[config.mk]
export PLATFORM = sky130hd
export DESIGN_NAME = pc_seq
export DESIGN_NICKNAME = d
export VERILOG_FILES = /design/src/rtl/pc_seq_pkg.sv /design/src/rtl/pc_seq_link_stack.sv /design/src/rtl/pc_seq.sv
export SDC_FILE = /design/constraint.sdc
export NUM_CORES = 1
export LEC_CHECK = 0
export ABC_CLOCK_PERIOD_IN_PS = 7600
export CORE_AREA = 4 4 108 110
export DETAILED_ROUTE_END_ITERATION = 6
export DIE_AREA = 0 0 112 114
export PLACE_DENSITY = 0.83
export SLEW_MARGIN = 20
export SYNTH_ARGS = -nofsm -noshare
export SYNTH_HDL_FRONTEND = slang
export SYNTH_SLANG_ARGS = --single-unit
[constraint.sdc]
create_clock -name clk -period 7.6 [get_ports clk]
set_input_delay 1.9 -clock clk [delete_from_list [all_inputs] [get_ports clk]]
set_output_delay 1.9 -clock clk [all_outputs]
set_load 0.02 [all_outputs]
[src/rtl/pc_seq_pkg.sv]
// rtl/pc_seq_pkg.sv - shared next-PC source encodings and displacement helper
package pc_seq_pkg;

  // Next-PC source select, shared with the control FSM
  typedef enum logic [1:0] {
    PC_INC = 2'b00,
    PC_BR  = 2'b01,
    PC_JMP = 2'b10,
    PC_RET = 2'b11
  } pc_src_e;

  // Widest address/displacement the helper can carry
  localparam int SEXT_MAX_W = 64;

  // Sign-extend the low 'w' bits of 'd' to SEXT_MAX_W bits.
  // Callers cast the result down to their own address width.
  function automatic logic [SEXT_MAX_W-1:0] sext_disp(
    input logic [SEXT_MAX_W-1:0] d,
    input int                    w
  );
    logic [SEXT_MAX_W-1:0] r;
    r = d;
    for (int i = 0; i < SEXT_MAX_W; i++) begin
      if (i >= w) r[i] = d[w-1];
    end
    return r;
  endfunction

endpackage

[src/rtl/pc_seq_link_stack.sv]
// rtl/pc_seq_link_stack.sv - circular LIFO of return addresses for call/return
module link_stack
  import pc_seq_pkg::*;
#(
  parameter int AW          = 16,
  parameter int STACK_DEPTH = 4
) (
  input  logic          clk,
  input  logic          rst,
  input  logic          push,
  input  logic          pop,
  input  logic [AW-1:0] push_data,
  output logic [AW-1:0] top_data,
  output logic          full,
  output logic          empty,
  output logic          overflow
);

  // Depth is a power of two, so the write pointer wraps for free and a push
  // while full lands exactly on the oldest entry.
  localparam int PTR_W = (STACK_DEPTH > 1) ? $clog2(STACK_DEPTH) : 1;
  localparam logic [PTR_W:0] DEPTH_C = (PTR_W + 1)'(STACK_DEPTH);

  logic [AW-1:0]    mem [STACK_DEPTH];
  logic [PTR_W-1:0] wr_ptr;
  logic [PTR_W-1:0] top_ptr;
  logic [PTR_W:0]   count;

  // Top of stack is the slot just below the next write position
  always_comb begin
    top_ptr  = wr_ptr - 1'b1;
    top_data = mem[top_ptr];
    full     = (count == DEPTH_C);
    empty    = (count == '0);
    overflow = push && full;
  end

  // Pointer and occupancy; push wins if both are ever requested together
  always_ff @(posedge clk or negedge rst) begin
    if (!rst) begin
      wr_ptr <= '0;
      count  <= '0;
    end else if (push) begin
      wr_ptr <= wr_ptr + 1'b1;
      if (!full) count <= count + 1'b1;
    end else if (pop && !empty) begin
      wr_ptr <= top_ptr;
      count  <= count - 1'b1;
    end
  end

  // Entry storage; contents after reset are irrelevant since count is zero
  always_ff @(posedge clk) begin
    if (push) mem[wr_ptr] <= push_data;
  end

endmodule

[src/rtl/pc_seq.sv]
// rtl/pc_seq.sv - program-counter register, next-PC mux, link stack and error flags
module pc_seq
  import pc_seq_pkg::*;
#(
  parameter int            AW          = 16,
  parameter int            DISP_W      = 8,
  parameter int            STACK_DEPTH = 4,
  parameter logic [AW-1:0] RESET_PC    = '0
) (
  input  logic              clk,
  input  logic              rst,
  input  logic              pc_en,
  input  logic [1:0]        pc_src,
  input  logic              cond_ok,
  input  logic [DISP_W-1:0] disp,
  input  logic [AW-1:0]     jump_addr,
  input  logic              link,
  input  logic              err_clr,
  output logic [AW-1:0]     pc,
  output logic [AW-1:0]     pc_next,
  output logic              taken,
  output logic              stack_empty,
  output logic              stack_full,
  output logic              ovf,
  output logic              unf
);

  pc_src_e       src;
  logic [AW-1:0] pc_inc;
  logic [AW-1:0] disp_ext;
  logic [AW-1:0] stack_top;
  logic          redirect;
  logic          push;
  logic          pop;
  logic          unf_evt;
  logic          ovf_evt;

  assign src      = pc_src_e'(pc_src);
  assign pc_inc   = pc + 1'b1;
  assign disp_ext = AW'(sext_disp(SEXT_MAX_W'(disp), DISP_W));

  // Next-PC mux; evaluated every cycle so the fetch mux can use it even
  // when the PC is not advancing. Redirect marks a non-sequential target.
  always_comb begin
    pc_next  = pc_inc;
    redirect = 1'b0;
    unf_evt  = 1'b0;
    push     = 1'b0;
    pop      = 1'b0;
    case (src)
      PC_INC: begin
        pc_next = pc_inc;
      end
      PC_BR: begin
        if (cond_ok) begin
          pc_next  = pc + disp_ext;
          redirect = 1'b1;
        end
      end
      PC_JMP: begin
        pc_next  = jump_addr;
        redirect = 1'b1;
        push     = pc_en && link;
      end
      PC_RET: begin
        if (!stack_empty) begin
          pc_next  = stack_top;
          redirect = 1'b1;
          pop      = pc_en;
        end else begin
          unf_evt  = pc_en;
        end
      end
      default: begin
        pc_next = pc_inc;
      end
    endcase
  end

  link_stack #(
    .AW          (AW),
    .STACK_DEPTH (STACK_DEPTH)
  ) u_link_stack (
    .clk       (clk),
    .rst       (rst),
    .push      (push),
    .pop       (pop),
    .push_data (pc_inc),
    .top_data  (stack_top),
    .full      (stack_full),
    .empty     (stack_empty),
    .overflow  (ovf_evt)
  );

  // PC register and one-cycle redirect pulse
  always_ff @(posedge clk or negedge rst) begin
    if (!rst) begin
      pc    <= RESET_PC;
      taken <= 1'b0;
    end else begin
      taken <= pc_en && redirect;
      if (pc_en) pc <= pc_next;
    end
  end

  // Sticky stack error flags; a fresh error beats a same-cycle clear
  always_ff @(posedge clk or negedge rst) begin
    if (!rst) begin
      ovf <= 1'b0;
      unf <= 1'b0;
    end else begin
      if (ovf_evt)      ovf <= 1'b1;
      else if (err_clr) ovf <= 1'b0;
      if (unf_evt)      unf <= 1'b1;
      else if (err_clr) unf <= 1'b0;
    end
  end

endmodule

## Word-level counts from Yosys, hierarchy flattened

Memories as Yosys holds them, arrays and structs flattened.
Cells that the tools add are included.

| word-level totals | value |
|---|---|
| flip-flop bits (word level) | 24 |
| memory bits (writable) | 64 |
| bits of input ports | 32 |
| output and inout bits | 37 |
| word-level logic and storage cells | 50 |
| memories | 1 |

Memories:

| memory | depth | bits a word | read ports | clocked after memory_dff | wr ports | RTL line | text |
|---|---|---|---|---|---|---|---|
| u_link_stack.mem | 4 | 16 | 1 | 0 | 1 | pc_seq_link_stack.sv:24 | `logic [AW-1:0] mem [STACK_DEPTH];` |

| operators by class | value |
|---|---|
| add/subtract/negate cells | 6 |
| equal/unequal tests | 5 |
| multiplexer cells | 21 |
| reduce and logical (&&, ||, !) cells | 11 |

Operator list:

| operator | number |
|---|---|
| 16-bit case mux with 4 select lines | 1 |
| 16-bit two-way mux | 2 |
| 16-bit by 1-bit adder with 16-bit output (second input constant) | 1 |
| 16-bit adder | 1 |
| 1-bit two-way mux | 12 |
| 3-bit two-way mux | 3 |
| 2-bit nonzero test | 3 |
| 2-bit equality test (second input constant) | 2 |
| 1-bit logical AND | 4 |
| 2-bit two-way mux | 2 |
| 3-bit by 1-bit adder with 3-bit output (second input constant) | 1 |
| 3-bit equality test (second input constant) | 1 |
| 3-bit zero test | 1 |
| 1-bit case mux with 3 select lines | 1 |
| 3-bit by 1-bit subtractor with 3-bit output (second input constant) | 1 |
| 2-bit by 1-bit adder with 2-bit output (second input constant) | 1 |
| 2-bit by 1-bit equality test with 1-bit output (second input constant) | 1 |
| 2-bit zero test | 1 |
| 2-bit inequality test (second input constant) | 1 |
| 2-bit AND reduction | 1 |
| 2-bit by 1-bit subtractor with 2-bit output (second input constant) | 1 |
| 1-bit zero test | 1 |

## Depth between registers and ports, before layout

| depth | value |
|---|---|
| word-level depth | 6 |
| gate-level depth with buffers | 11 |
| depth with buffers taken out | 9 |

## Hierarchy

A second synthesis with hierarchy kept.

| unflattened totals | value |
|---|---|
| cell total of the unflattened synthesis | 455 |
| area total of the unflattened synthesis | 5333.9 µm² |

Modules (own cells, without submodules):

| module | times used | cells each | area each (µm²) | seq. area each (µm²) |
|---|---|---|---|---|
| link_stack | 1 | 129 | 2767.7 | 2047.0 |
| pc_seq | 1 | 326 | 2566.2 | 475.5 |

## Worst setup path after synthesis

OpenSTA, ideal clock, no wires.

| timing path | value |
|---|---|
| path type | input port to output port |
| from | input port disp[0] |
| to | output port pc_next[12] |
| arrival | 3682 ps |
| required time | 5700 ps |
| path slack | 2018 ps |
| stages | 9 |
| buffers on the path | 0 |
| cells stage by stage | ha_1 -> inv_1 -> fa_1 -> nor2b_1 -> o2111ai_1 -> a21oi_1 -> mux2_2 -> o22ai_1 -> a21oi_1 |

| on the way | value |
|---|---|
| word-level cells in the longest chain between the ends | 3 |

Ends and longest elaborated chain:

| item | RTL line | text |
|---|---|---|
| from (decl) | pc_seq.sv:15 | `input logic [DISP_W-1:0] disp,` |
| 16-bit adder | pc_seq.sv:56 | `pc_next = pc + disp_ext;` |
| 16-bit two-way mux | pc_seq.sv:55 | `if (cond_ok) begin` |
| 16-bit case mux with 4 select lines | pc_seq.sv:50 | `case (src)` |
| to (decl) | pc_seq.sv:20 | `output logic [AW-1:0] pc_next,` |

No other way between the ends.

## Final worst setup path

| timing path | value |
|---|---|
| from | input port disp[7] |
| to | output port pc_next[12] |

The elaborated chain is that of the path after synthesis.

==> out/results.tsv <==
stage	metric	value	unit
global_route	Tot GR Track Use	0.230	
floorplanning	# rows	38	
route	via count	4043	
global_route	met2 GRT Util	0.378	
synthesis	asr flop ratio synth	0.273	
clocking	clk buf depth	2	
synthesis	Post-Syn Nets	500	
clocking	Post-CTS Repair Setup Buffers	0	
timing	min cycle time layout	6.83	ns
timing	Slew @ Worst Pin	0.987	ns
clocking	hold_buf cts	0	
floorplanning	Core Footprint	0.0107	sq mm
route	ANT nets after route	0	
setup_path	Crit Path Class	in -> out	
global_route	grt total ovfl	0	
pwr	combinational share of power	0.494	
finish	Final Cell Area	0.00623	sq mm
clocking	root buffer cell	clkbuf_8	
hold_path	hold path cells	1	
place	Area after DPL	0.00600	sq mm
setup_path	Crit. Startpoint	disp[7]	
synthesis	Syn Inst Count	446	
route	Avg Vias per Cell	6.17	
synthesis	Mapped Area	0.00523	sq mm
synthesis	Synth cell types	74	
setup_path	Crit path max-delay family	buffers and inverters	
global_route	largest net degree at the start of global routing	36	
outcome	status	completed	
clocking	CTS tree	built	
place	Port Buf Inserts	68	
clocking	CTS Buf Count	9	
route	Avg WL per Cell	22.1	um
setup_path	Critical Path Stages	9	
finish	layout cells sized above 1	0.120	
setup_path	Worst setup EP type	output port	
setup_path	crit-path max cell delay	0.64	ns
clocking	Sinks on Clock Net	88	
timing	RSZ-0062 raised after global routing	false	
pwr	register share of total power	0.331	
global_route	number of global-route vias before repair	4131	
finish	ant diodes	0	
setup_path	CP required	5.70	ns
pwr	switching power	0.890	mW
clocking	H-tree depth	3	
setup_path	Critical path buffers and inverters	2	
synthesis	sequential area share after synthesis	0.482	
timing	Finish-stage setup viols	0	
clocking	Skew-Pair Late Insertion Delay	0.37	ns
timing	worst setup margin	0.772	ns
place	pre-CTS WS	0.806	ns
route	final wirelength	14400	um
timing	Worst Clk Skew	0.0134	ns
setup_path	Slowest-stage cell, CP	clkdlybuf4s50_1	
hold_path	Hold Path Class	reg -> reg	
finish	Register Area	0.00252	sq mm
pwr	leak pwr	2.30	nW
timing	Final Max Tran Viols	0	
pwr	clock group share of total power	0.175	
place	Inst Count DP	639	
timing	TNS Setup	0	ns
finish	Filler cells	896	
timing	Final Hold Fails	0	
synthesis	Avg Inst Size Synth	11.7	sq um
floorplanning	die area	0.0128	sq mm
global_route	GR Util met1	0.308	
floorplanning	Ports	69	
place	hpwl dp	10100	um
clocking	Clock transition at path regs	0.10	ns
floorplanning	die height	114	um
flow_run	max-cap violations	0	
pwr	Net Sw Frac	0.410	
global_route	first-pass GRT wire length	22700	um
setup_path	worst path cell trace	clkdlybuf4s50_1 -> ha_1 -> a21o_1 -> a2111o_1 -> a21oi_1 -> mux2_2 -> o22ai_1 -> a21oi_1 -> clkdlybuf4s50_1	
synthesis	Post-synth EDFFs	64	
place	global placer's final weighted congestion	0.912	
global_route	GR peak layer	met2	
setup_path	RR Endpoint	pc[14]$_DFFE_PN0P_	
setup_path	Worst setup SP type	input port	
timing	Slew headroom	0.342	
timing	FMAX	146	MHz
global_route	initial antenna violation count	0	
route	DRC	0	
route	DR pass1 iterations	5	
pwr	Int Pwr	1.28	mW
setup_path	critical path arrival	4.93	ns
floorplanning	die width	112	um
setup_path	reg2reg path depth	9	
setup_path	Setup crit end	pc_next[12]	
synthesis	leading register cell type out of synthesis	edfxtp_1	
setup_path	launching point of the worst reg2reg path	u_link_stack.wr_ptr[0]$_DFFE_PN0P_	
pwr	Tot Pwr	2.17	mW
floorplanning	starting density of the core	0.489	
pwr	PwrDens	349	mW/mm^2
finish	final net count	564	
synthesis	flops & latches, synth	88	
setup_path	worst-path fanout max	9	
pwr	worst vdd ir	0.187	mV
finish	area grow syn2layout	19.0	%
route	drt initial violations	301	
setup_path	FF-to-FF setup slack	4.51	ns
finish	footprint of the multi-input gates	0.00248	sq mm
clocking	post-cts sizing count	0	
timing	Period Utilization, post-route	0.898	
global_route	met3 usage in global routing	0.0472	
synthesis	synthesis warning total	0	
finish	fin cells	655	
[worst min-delay path by stage]
stage / startpoint / end / slack [ns]
3_5_place_dp: u_link_stack.count[2]$_DFFE_PN0P_ / u_link_stack.count[2]$_DFFE_PN0P_ / 0.48
3_3_place_gp: u_link_stack.count[2]$_DFFE_PN0P_ / u_link_stack.count[2]$_DFFE_PN0P_ / 0.47
4_1_cts: u_link_stack.count[2]$_DFFE_PN0P_ / u_link_stack.count[2]$_DFFE_PN0P_ / 0.50
6_report: u_link_stack.count[2]$_DFFE_PN0P_ / u_link_stack.count[2]$_DFFE_PN0P_ / 0.50
2_1_floorplan: u_link_stack.count[2]$_DFFE_PN0P_ / u_link_stack.count[2]$_DFFE_PN0P_ / 0.45
5_1_grt: u_link_stack.count[2]$_DFFE_PN0P_ / u_link_stack.count[2]$_DFFE_PN0P_ / 0.51
[cells in the mapped netlist, types with 3 or more instances]
master     number  area (sq um)
o21ai_0         8          40.0
nor2b_1         4          25.0
buf_6           3          33.8
nand3_1        15          75.1
dfrtp_1        24           601
mux4_2         16           360
o21ai_1         7          35.0
nand2_1        37           139
nand3b_1        5          37.5
a221oi_1        3          26.3
xnor2_1        16           140
a311oi_1        3          26.3
inv_1          22          82.6
o211ai_1        4          30.0
inv_2           3          11.3
clkbuf_1       10          37.5
nor2_1         22          82.6
edfxtp_1       64          1920
xor2_1          8          70.1
buf_2           6          30.0
o22ai_1         7          43.8
and3_1          4          25.0
a21o_1          7          52.6
a22oi_1         7          52.6
nand4_1         7          43.8
a31oi_1         8          50.1
a21oi_1        25           125
nor3_1         10          50.1
mux2_2          6          67.6
and2_1          7          43.8
a211oi_1        4          30.0
o2bb2ai_1       3          26.3
ha_1           20           250
[area by class of cell]
cell class | instances | share of cell area
Clock buffer | 9 | 0.0199
Clock inverter | 7 | 0.0163
Inverter | 25 | 0.0151
Multi-Input combinational cell | 311 | 0.398
Sequential cell | 88 | 0.405
Tap cell | 140 | 0.0281
Timing Repair Buffer | 75 | 0.118
[registers in the layout, indices dropped and copies added (netlist names)]
name	cells
unf	1
u_link_stack.count	3
u_link_stack.wr_ptr	2
ovf	1
taken	1
u_link_stack.mem	64
pc	16
[through the flow]
step | utilization | hold WS [ns]
after floorplan | - | 0.455
after global placement | 0.561 | 0.470
after detailed placement | 0.561 | 0.482
after CTS | 0.582 | 0.503
after global routing | 0.582 | 0.512
final | 0.582 | 0.504
[per-layer routing]
metal	share of wire	wire, um
met4	0.023	329
met5	0	0
met2	0.49	7040
met3	0.085	1220
met1	0.41	5850
[layout by cell type (no fill, tap or decap), types with 15 or more instances in the layout]
master	instances
nor2_1	22
mux4_2	16
xnor2_1	16
inv_1	22
dfrtp_1	24
edfxtp_1	64
nand3_1	15
ha_1	20
a21oi_1	25
nand2_1	37
clkdlybuf4s50_1	68
[power by group through the flow]
stage,registers [mW],clock network [mW],logic (mW)
final,0.718,0.380,1.07
after global routing,0.730,0.401,1.16
after CTS,0.718,0.382,1.07
after detailed placement,0.726,0,1.06
after global placement,0.724,0,1.04
after floorplan,0.740,0,0.693
[kinds of logic after synthesis]
kind of cell / count (synthesis) / share of synthesized area
compound gates: 110 / 0.145
flops: 88 / 0.482
fa+ha+maj: 22 / 0.0555
simple gates: 130 / 0.139
mux: 23 / 0.0847
xor+xnor: 26 / 0.0486
buf+inv: 47 / 0.0443
(Power assumes the default switching activity.)
